## src/rtl/cpu_run_ctrl.sv

```systemverilog
// ---------------------------------------------------------------------------
// cpu_run_ctrl
//   Run/halt/single-step sequencer for the board's single-cycle CPU. Instead of
//   a divided CPU clock, the CPU runs on the board clock and is gated by a
//   one-cycle enable pulse (cpu_en). Three operating modes:
//     - free-run : one cpu_en pulse every RUN_DIV clk cycles
//     - halted   : no pulses
//     - step     : one pulse per debounced press of step_btn
//   A count of issued pulses (retired CPU cycles) feeds the 7-segment display.
//
// Parameters
//   RUN_DIV     clk cycles per cpu_en pulse while running (>= 2)
//   DEB_CYCLES  consecutive stable clk cycles before the debounced button
//               level follows the synchronised input (>= 1)
//   CNT_W       width of cycle_cnt
//
// Ports
//   clk         board clock, all flops on rising edge
//   rst         asynchronous, active-high reset
//   halt        raw switch, 1 forces HALT (overrides everything else)
//   step_mode   raw switch, 1 = single-step, 0 = free-run
//   step_btn    raw, bouncing push-button
//   cpu_en      one-clk enable pulse to the CPU
//   cpu_halted  1 while the FSM is in HALT
//   state       FSM register: HALT=00 RUN=01 STEP_WAIT=10 STEP_FIRE=11
//   cycle_cnt   number of cpu_en pulses since reset (wraps)
// ---------------------------------------------------------------------------
module cpu_run_ctrl #(
  parameter int RUN_DIV    = 500000,
  parameter int DEB_CYCLES = 1000000,
  parameter int CNT_W      = 32
) (
  input  logic             clk,
  input  logic             rst,
  input  logic             halt,
  input  logic             step_mode,
  input  logic             step_btn,
  output logic             cpu_en,
  output logic             cpu_halted,
  output logic [1:0]       state,
  output logic [CNT_W-1:0] cycle_cnt
);

  localparam int DIV_W = $clog2(RUN_DIV);
  localparam int DEB_W = (DEB_CYCLES > 1) ? $clog2(DEB_CYCLES) : 1;
  localparam logic [DIV_W-1:0] DIV_LAST = DIV_W'(RUN_DIV - 1);
  localparam logic [DEB_W-1:0] DEB_LAST = DEB_W'(DEB_CYCLES - 1);

  typedef enum logic [1:0] {
    ST_HALT      = 2'b00,
    ST_RUN       = 2'b01,
    ST_STEP_WAIT = 2'b10,
    ST_STEP_FIRE = 2'b11
  } state_t;

  // -------------------------------------------------------------------------
  // Two-flop synchronisers for the three asynchronous board inputs.
  // Bit order: [0]=halt, [1]=step_mode, [2]=step_btn
  // -------------------------------------------------------------------------
  logic [2:0] raw_in;
  logic [2:0] sync_meta_reg;
  logic [2:0] sync_reg;

  assign raw_in = {step_btn, step_mode, halt};

  always_ff @(posedge clk or posedge rst) begin
    if (rst) begin
      sync_meta_reg <= '0;
      sync_reg      <= '0;
    end else begin
      sync_meta_reg <= raw_in;
      sync_reg      <= sync_meta_reg;
    end
  end

  logic halt_s;
  logic mode_s;
  logic btn_s;

  assign halt_s = sync_reg[0];
  assign mode_s = sync_reg[1];
  assign btn_s  = sync_reg[2];

  // -------------------------------------------------------------------------
  // Button debounce. The counter tracks how many consecutive cycles btn_s
  // has disagreed with the debounced level; any agreement clears it.
  // -------------------------------------------------------------------------
  logic [DEB_W-1:0] deb_cnt_reg;
  logic             deb_reg;
  logic             deb_d_reg;
  logic             step_req;

  always_ff @(posedge clk or posedge rst) begin
    if (rst) begin
      deb_cnt_reg <= '0;
      deb_reg     <= 1'b0;
      deb_d_reg   <= 1'b0;
    end else begin
      deb_d_reg <= deb_reg;
      if (btn_s == deb_reg) begin
        deb_cnt_reg <= '0;
      end else if (deb_cnt_reg == DEB_LAST) begin
        deb_reg     <= btn_s;
        deb_cnt_reg <= '0;
      end else begin
        deb_cnt_reg <= deb_cnt_reg + 1'b1;
      end
    end
  end

  // One-cycle request on the debounced rising edge only; release is ignored.
  assign step_req = deb_reg & ~deb_d_reg;

  // -------------------------------------------------------------------------
  // Sequencer FSM plus the run-rate divider. The divider only advances while
  // the FSM stays in RUN, and is cleared on every other path so that each
  // RUN entry starts a fresh full period.
  // -------------------------------------------------------------------------
  state_t           state_reg;
  logic [DIV_W-1:0] div_cnt_reg;

  always_ff @(posedge clk or posedge rst) begin
    if (rst) begin
      state_reg   <= ST_HALT;
      div_cnt_reg <= '0;
    end else begin
      div_cnt_reg <= '0;
      case (state_reg)
        ST_HALT: begin
          if (!halt_s) begin
            state_reg <= mode_s ? ST_STEP_WAIT : ST_RUN;
          end
        end
        ST_RUN: begin
          if (halt_s) begin
            state_reg <= ST_HALT;
          end else if (mode_s) begin
            state_reg <= ST_STEP_WAIT;
          end else begin
            div_cnt_reg <= (div_cnt_reg == DIV_LAST) ? '0 : div_cnt_reg + 1'b1;
          end
        end
        ST_STEP_WAIT: begin
          if (halt_s) begin
            state_reg <= ST_HALT;
          end else if (!mode_s) begin
            state_reg <= ST_RUN;
          end else if (step_req) begin
            state_reg <= ST_STEP_FIRE;
          end
        end
        ST_STEP_FIRE: begin
          state_reg <= halt_s ? ST_HALT : ST_STEP_WAIT;
        end
        default: begin
          state_reg <= ST_HALT;
        end
      endcase
    end
  end

  // Decoded purely from flops so no raw input reaches cpu_en combinationally;
  // the async reset of state_reg drops cpu_en without waiting for a clk edge.
  assign cpu_en = (state_reg == ST_STEP_FIRE) |
                  ((state_reg == ST_RUN) && (div_cnt_reg == DIV_LAST));

  assign cpu_halted = (state_reg == ST_HALT);
  assign state      = state_reg;

  // -------------------------------------------------------------------------
  // Retired-cycle counter, wraps naturally at 2^CNT_W.
  // -------------------------------------------------------------------------
  logic [CNT_W-1:0] cycle_cnt_reg;

  always_ff @(posedge clk or posedge rst) begin
    if (rst) begin
      cycle_cnt_reg <= '0;
    end else if (cpu_en) begin
      cycle_cnt_reg <= cycle_cnt_reg + CNT_W'(1);
    end
  end

  assign cycle_cnt = cycle_cnt_reg;

endmodule

```

## config.mk

```make
export PLATFORM = sky130hd
export DESIGN_NAME = cpu_run_ctrl
export DESIGN_NICKNAME = d
export VERILOG_FILES = /design/src/rtl/cpu_run_ctrl.sv
export SDC_FILE = /design/constraint.sdc
export NUM_CORES = 1
export LEC_CHECK = 0
export ABC_AREA = 0
export CAP_MARGIN = 20
export CORE_UTILIZATION = 60
export DETAILED_ROUTE_END_ITERATION = 8
export PLACE_DENSITY = 0.89
export SKIP_CTS_REPAIR_TIMING = 1
export SLEW_MARGIN = 20
export SYNTH_ARGS = -nofsm -noshare
export SYNTH_HDL_FRONTEND = slang
export SYNTH_SLANG_ARGS = --single-unit
```

## constraint.sdc

```tcl
create_clock -name clk -period 5.8 [get_ports clk]
set_input_delay 1.74 -clock clk [delete_from_list [all_inputs] [get_ports clk]]
set_output_delay 1.74 -clock clk [all_outputs]
set_load 0.03 [all_outputs]
```

* Word-level counts from Yosys, hierarchy flattened
Cells that the tools add are included.
** Cells by class
- Add/subtract/negate cells :: 3
- Equal/unequal tests :: 9
- Muxes and demuxes :: 15
- Bitwise gates (word level) :: 4
- Reductions and logical operators :: 4
** Operators by type and width (number)
- $mux W19 :: 4
- $mux W20 :: 2
- $add A32 B1 Y32 const B :: 1
- $add A20 B1 Y20 const B :: 1
- $eq A20 B20 Y1 const B :: 1
- $add A19 B1 Y19 const B :: 1
- $eq A19 B19 Y1 const B :: 1
- $mux W2 :: 8
- $pmux W2 S4 :: 1
- $eq A2 B2 Y1 const B :: 2
- $ne A4 B4 Y1 const B :: 1
- $ne A3 B3 Y1 const B :: 1
- $reduce_and A3 Y1 :: 1
- $eq A2 B1 Y1 const B :: 1
- $logic_not A2 Y1 :: 1
- $ne A2 B2 Y1 const B :: 1
- $not A1 Y1 :: 2
- $reduce_and A2 Y1 :: 1
- $and A1 B1 Y1 :: 1
- $eq A1 B1 Y1 :: 1
- $logic_and A1 B1 Y1 :: 1
- $or A1 B1 Y1 :: 1
** Word-level totals
- Bits in registers :: 81
- Output and inout bits :: 36
- Word-level logic and storage cells :: 43

* Depth between registers and ports, before layout
- Depth after elaboration :: 6
- Mapped depth :: 8
- Gate-level depth less buffers :: 7

* Least setup slack after synthesis
OpenSTA, ideal clock, no wires.
- Path kind :: register to output
- From :: register div_cnt_reg[10]
- To :: output cpu_en
- Arrival :: 1.605 ns
- Required time :: 4.060 ns
- Setup slack :: 2.455 ns
- Cell stages (with the launch flop) :: 6
- Path buffers :: 1
- Cells stage by stage :: dfrtp_1 -> or3b_1 -> nor3_2 -> a31oi_1 -> buf_4 -> inv_1
** On the way
- Word-level cells in the longest chain between the ends :: 3
** RTL lines
- start, declared :: line 120 : logic [DIV_W-1:0] div_cnt_reg;
- start signal, assigned :: line 140 : div_cnt_reg <= (div_cnt_reg == DIV_LAST) ? '0 : div_cnt_reg + 1'b1;
- $eq A19 B19 Y1 :: line 165 : ((state_reg == ST_RUN) && (div_cnt_reg == DIV_LAST));
- $logic_and A1 B1 Y1 :: line 165
- $or A1 B1 Y1 :: line 164 : assign cpu_en = (state_reg == ST_STEP_FIRE) |
- end, declared :: line 38 : output logic cpu_en,
No other way between the ends.

* Worst setup path after layout
Same ends and word-level chain as after synthesis.

==> qor.csv <==
stage;metric;value;unit
setup_path;critPathCaptureType;primary output;
clock_tree;cts.sinks;81;
finish;largest_register_ffs;32;
synth;synth_fp_nets;367;
synth;ys.flop_type;dfrtp_1;
setup_path;path_buf_inv;3;
finish;diodes;0;
synth;synth.most_common_cell;dfrtp_1;
power_and_ir_drop;p_sw;0.276;mW
clock_tree;htreeDepth;3;
power_and_ir_drop;ir_worst_vdd;0.231;mV
timing;period_share;0.761;
placement;dp_hpwl;5030;µm
status;status;finished clean;
timing;tns;0;ps
setup_path;arrival;2670;ps
setup_path;cpMaxStageDelayCell;clkdlybuf4s50_1;
finish;regArea;2030;µm²
floorplan;std_cell_rows;28;
clock_tree;clock_path_buffers;2;
setup_path;path_class;flip-flop to primary output;
synth;synth_edf_count;0;
power_and_ir_drop;seq_power_share;0.531;
synth;synth_cells;359;
clock_tree;cts_tree;yes;
global_route;grtUsageMet1;0.333;
setup_path;slowest_delay;700;ps
synth;yosys_warnings;0;
setup_path;cp_cell_sequence;or3b_1 > nor3_2 > a31oi_2 > buf_4 > inv_1 > clkdlybuf4s50_1;
timing;finalSetupViolations;0;
synth;synth-seq-area-share;0.538;
global_route;use_met3;0.0382;
routing;vias_per_cell;5.72;
power_and_ir_drop;p_per_area;256;nW/µm²
synth;async_reset_ff_frac;1.00;
global_route;grt_pass1_wl;12100;µm
synth;synth_commonest_cells;dfrtp_1, nor2_1, xor2_1;
synth;syn-cell-area;3760;µm²
synth;syn_avg_cell_area;10.5;µm²
placement;placedCellCount;468;
clock_tree;cts-root-buf;clkbuf_8;
routing;first_pass_iters;5;
global_route;top_usage_layer;met2;
global_route;grt.total_usage;0.245;
timing;finalHoldViolCount;0;
global_route;grt_remaining_overflow;0;
finish;fillCellCount;399;
timing;hold_ws;357;ps
global_route;grt_pass1_vias;2671;
synth;synthTopCellsByArea;dfrtp_1, xor2_1, xnor2_1;
floorplan;die_y;81.2;µm
clock_tree;cts.clk_slew.worst_paths;70;ps
synth;synth_top_area_share;0.538;
global_route;gr-usage-met2;0.389;
clock_tree;numCtsBuffers;9;
power_and_ir_drop;sw_frac_of_total;0.243;
routing;routed_wl;7230;µm
routing;vias;2768;
placement;gp_congestion;0.805;
finish;nets;412;
timing;worst_pin_slew;943;ps
floorplan;fp.dieW;81.2;µm
hold_path;hold_path.class;flip-flop to flip-flop;
power_and_ir_drop;p_int;0.861;mW
run;maxCapViolCount;0;
routing;ant_nets;0;
routing;drc_errors;0;
timing;drv_slew;0;
synth;yosys.area.top_type;dfrtp_1;
floorplan;coreArea;5990;µm²
routing;drt-initial-drc-count;140;
timing;skew;6.29;ps
global_route;antenna_found_initial;0;
setup_path;cpLargestDelayFamily;buffers and inverters;
floorplan;dieArea;6600;µm²
clock_tree;clk_latency;340;ps
timing;fmax;0.227;GHz
finish;drive_gt1_frac;0.0782;
power_and_ir_drop;power_leakage;1.88;nW
setup_path;start_kind;flip-flop;
synth;ys_seq_elements;81;
routing;wl_per_cell;14.9;µm
floorplan;start_util;0.628;
power_and_ir_drop;p_clk_frac;0.382;
placement;placement.io_buffers;40;
finish;area_delta_synth_final;18.1;%
setup_path;cp_max_fo;20;
synth;yosysUniqueCellTypes;37;
setup_path;required;4060;ps
timing;fin_crit;4410;ps
timing;max_slew_margin;0.371;
timing;rsz0062_at_grt;false;
power_and_ir_drop;combPwrFrac;0.087;
global_route;grt_max_degree;47;
floorplan;io_pins;41;
finish;multi_input_area;1670;µm²
finish;stdcell_count;484;
==> final cells by class <==
class	instances	share of cell area
flip-flops and latches	81	0.456
repair buffers	42	0.0934
inverters	9	0.00760
well taps	75	0.0211
multi-input cells	261	0.376
clock inverters	3	0.0146
clock buffers	13	0.0312
==> metal layers <==
metal	share of wire	vias to the layer above
met2	0.50	73
li1	-	1313
met4	0.0073	0
met5	0	-
met3	0.043	4
met1	0.45	1378
==> placed cells by master, fill, tap and decap left out, drive strengths merged <==
cell / synthesis / final
nor2: 59 / 59
nand3b: 1 / 1
nor4bb: 1 / 1
a21oi: 1 / 1
nand2: 30 / 30
buf: 6 / 2
or3: 2 / 2
and4: 3 / 3
or3b: 1 / 1
mux2: 1 / 1
clkinv: 0 / 1
or2: 3 / 3
nor4b: 5 / 5
inv: 9 / 9
bufinv: 0 / 2
nor3b: 4 / 4
clkbuf: 2 / 13
nand3: 21 / 21
nand2b: 1 / 1
nor2b: 1 / 1
nor4: 13 / 13
nand4: 16 / 16
and3: 8 / 8
nor3: 14 / 14
a32oi: 1 / 1
dfrtp: 81 / 81
and4b: 1 / 1
clkdlybuf4s50: 0 / 40
o21ai: 1 / 1
xnor2: 32 / 32
ha: 3 / 3
a211oi: 1 / 1
a31oi: 1 / 1
xor2: 34 / 34
and2: 2 / 2
==> through the flow <==
step / worst slack [ps] / util / instance area (µm²) / power, mW
3_5_place_dp: 1760 / 0.708 / 4240 / 0.714
4_1_cts: 1380 / 0.742 / 4450 / 1.15
3_3_place_gp: 1810 / 0.708 / 4240 / 0.709
5_1_grt: 1290 / 0.742 / 4450 / 1.18
6_report: 1390 / 0.742 / 4450 / 1.14
2_1_floorplan: 1980 / - / 3760 / 0.670
==> power groups by stage <==
stage                     clock (mW)  sequential [mW]  combinational (mW)
after floorplan                    0            0.633              0.0368
after global placement             0            0.613              0.0962
after detailed placement           0            0.614              0.0998
after CTS                      0.444            0.603              0.0999
after global routing           0.463            0.606               0.107
final                          0.435            0.604              0.0983
==> final timing paths <==
path,from,slack [ps],depth (start not counted),end
setup / recovery,div_cnt_reg[10],1390,6,cpu_en
hold / removal,sync_meta_reg[1],360,0,sync_reg[1]
setup reg to reg,div_cnt_reg[0],3640,6,cycle_cnt[19]
hold reg to reg,sync_meta_reg[1],360,0,sync_reg[1]
max in group asynchronous,rst,2890,3,deb_cnt_reg[7]
min in group asynchronous,rst,1930,2,deb_cnt_reg[10]
==> cells by family after synthesis <==
logic type	after synthesis	share of synthesized area
mux	1	0.00299
compound gates	5	0.00864
simple gates	186	0.268
buf+inv	17	0.0189
flops	81	0.538
xor+xnor	66	0.154
fa+ha+maj	3	0.00997
Note: power is estimated with default switching activity, not from simulation.
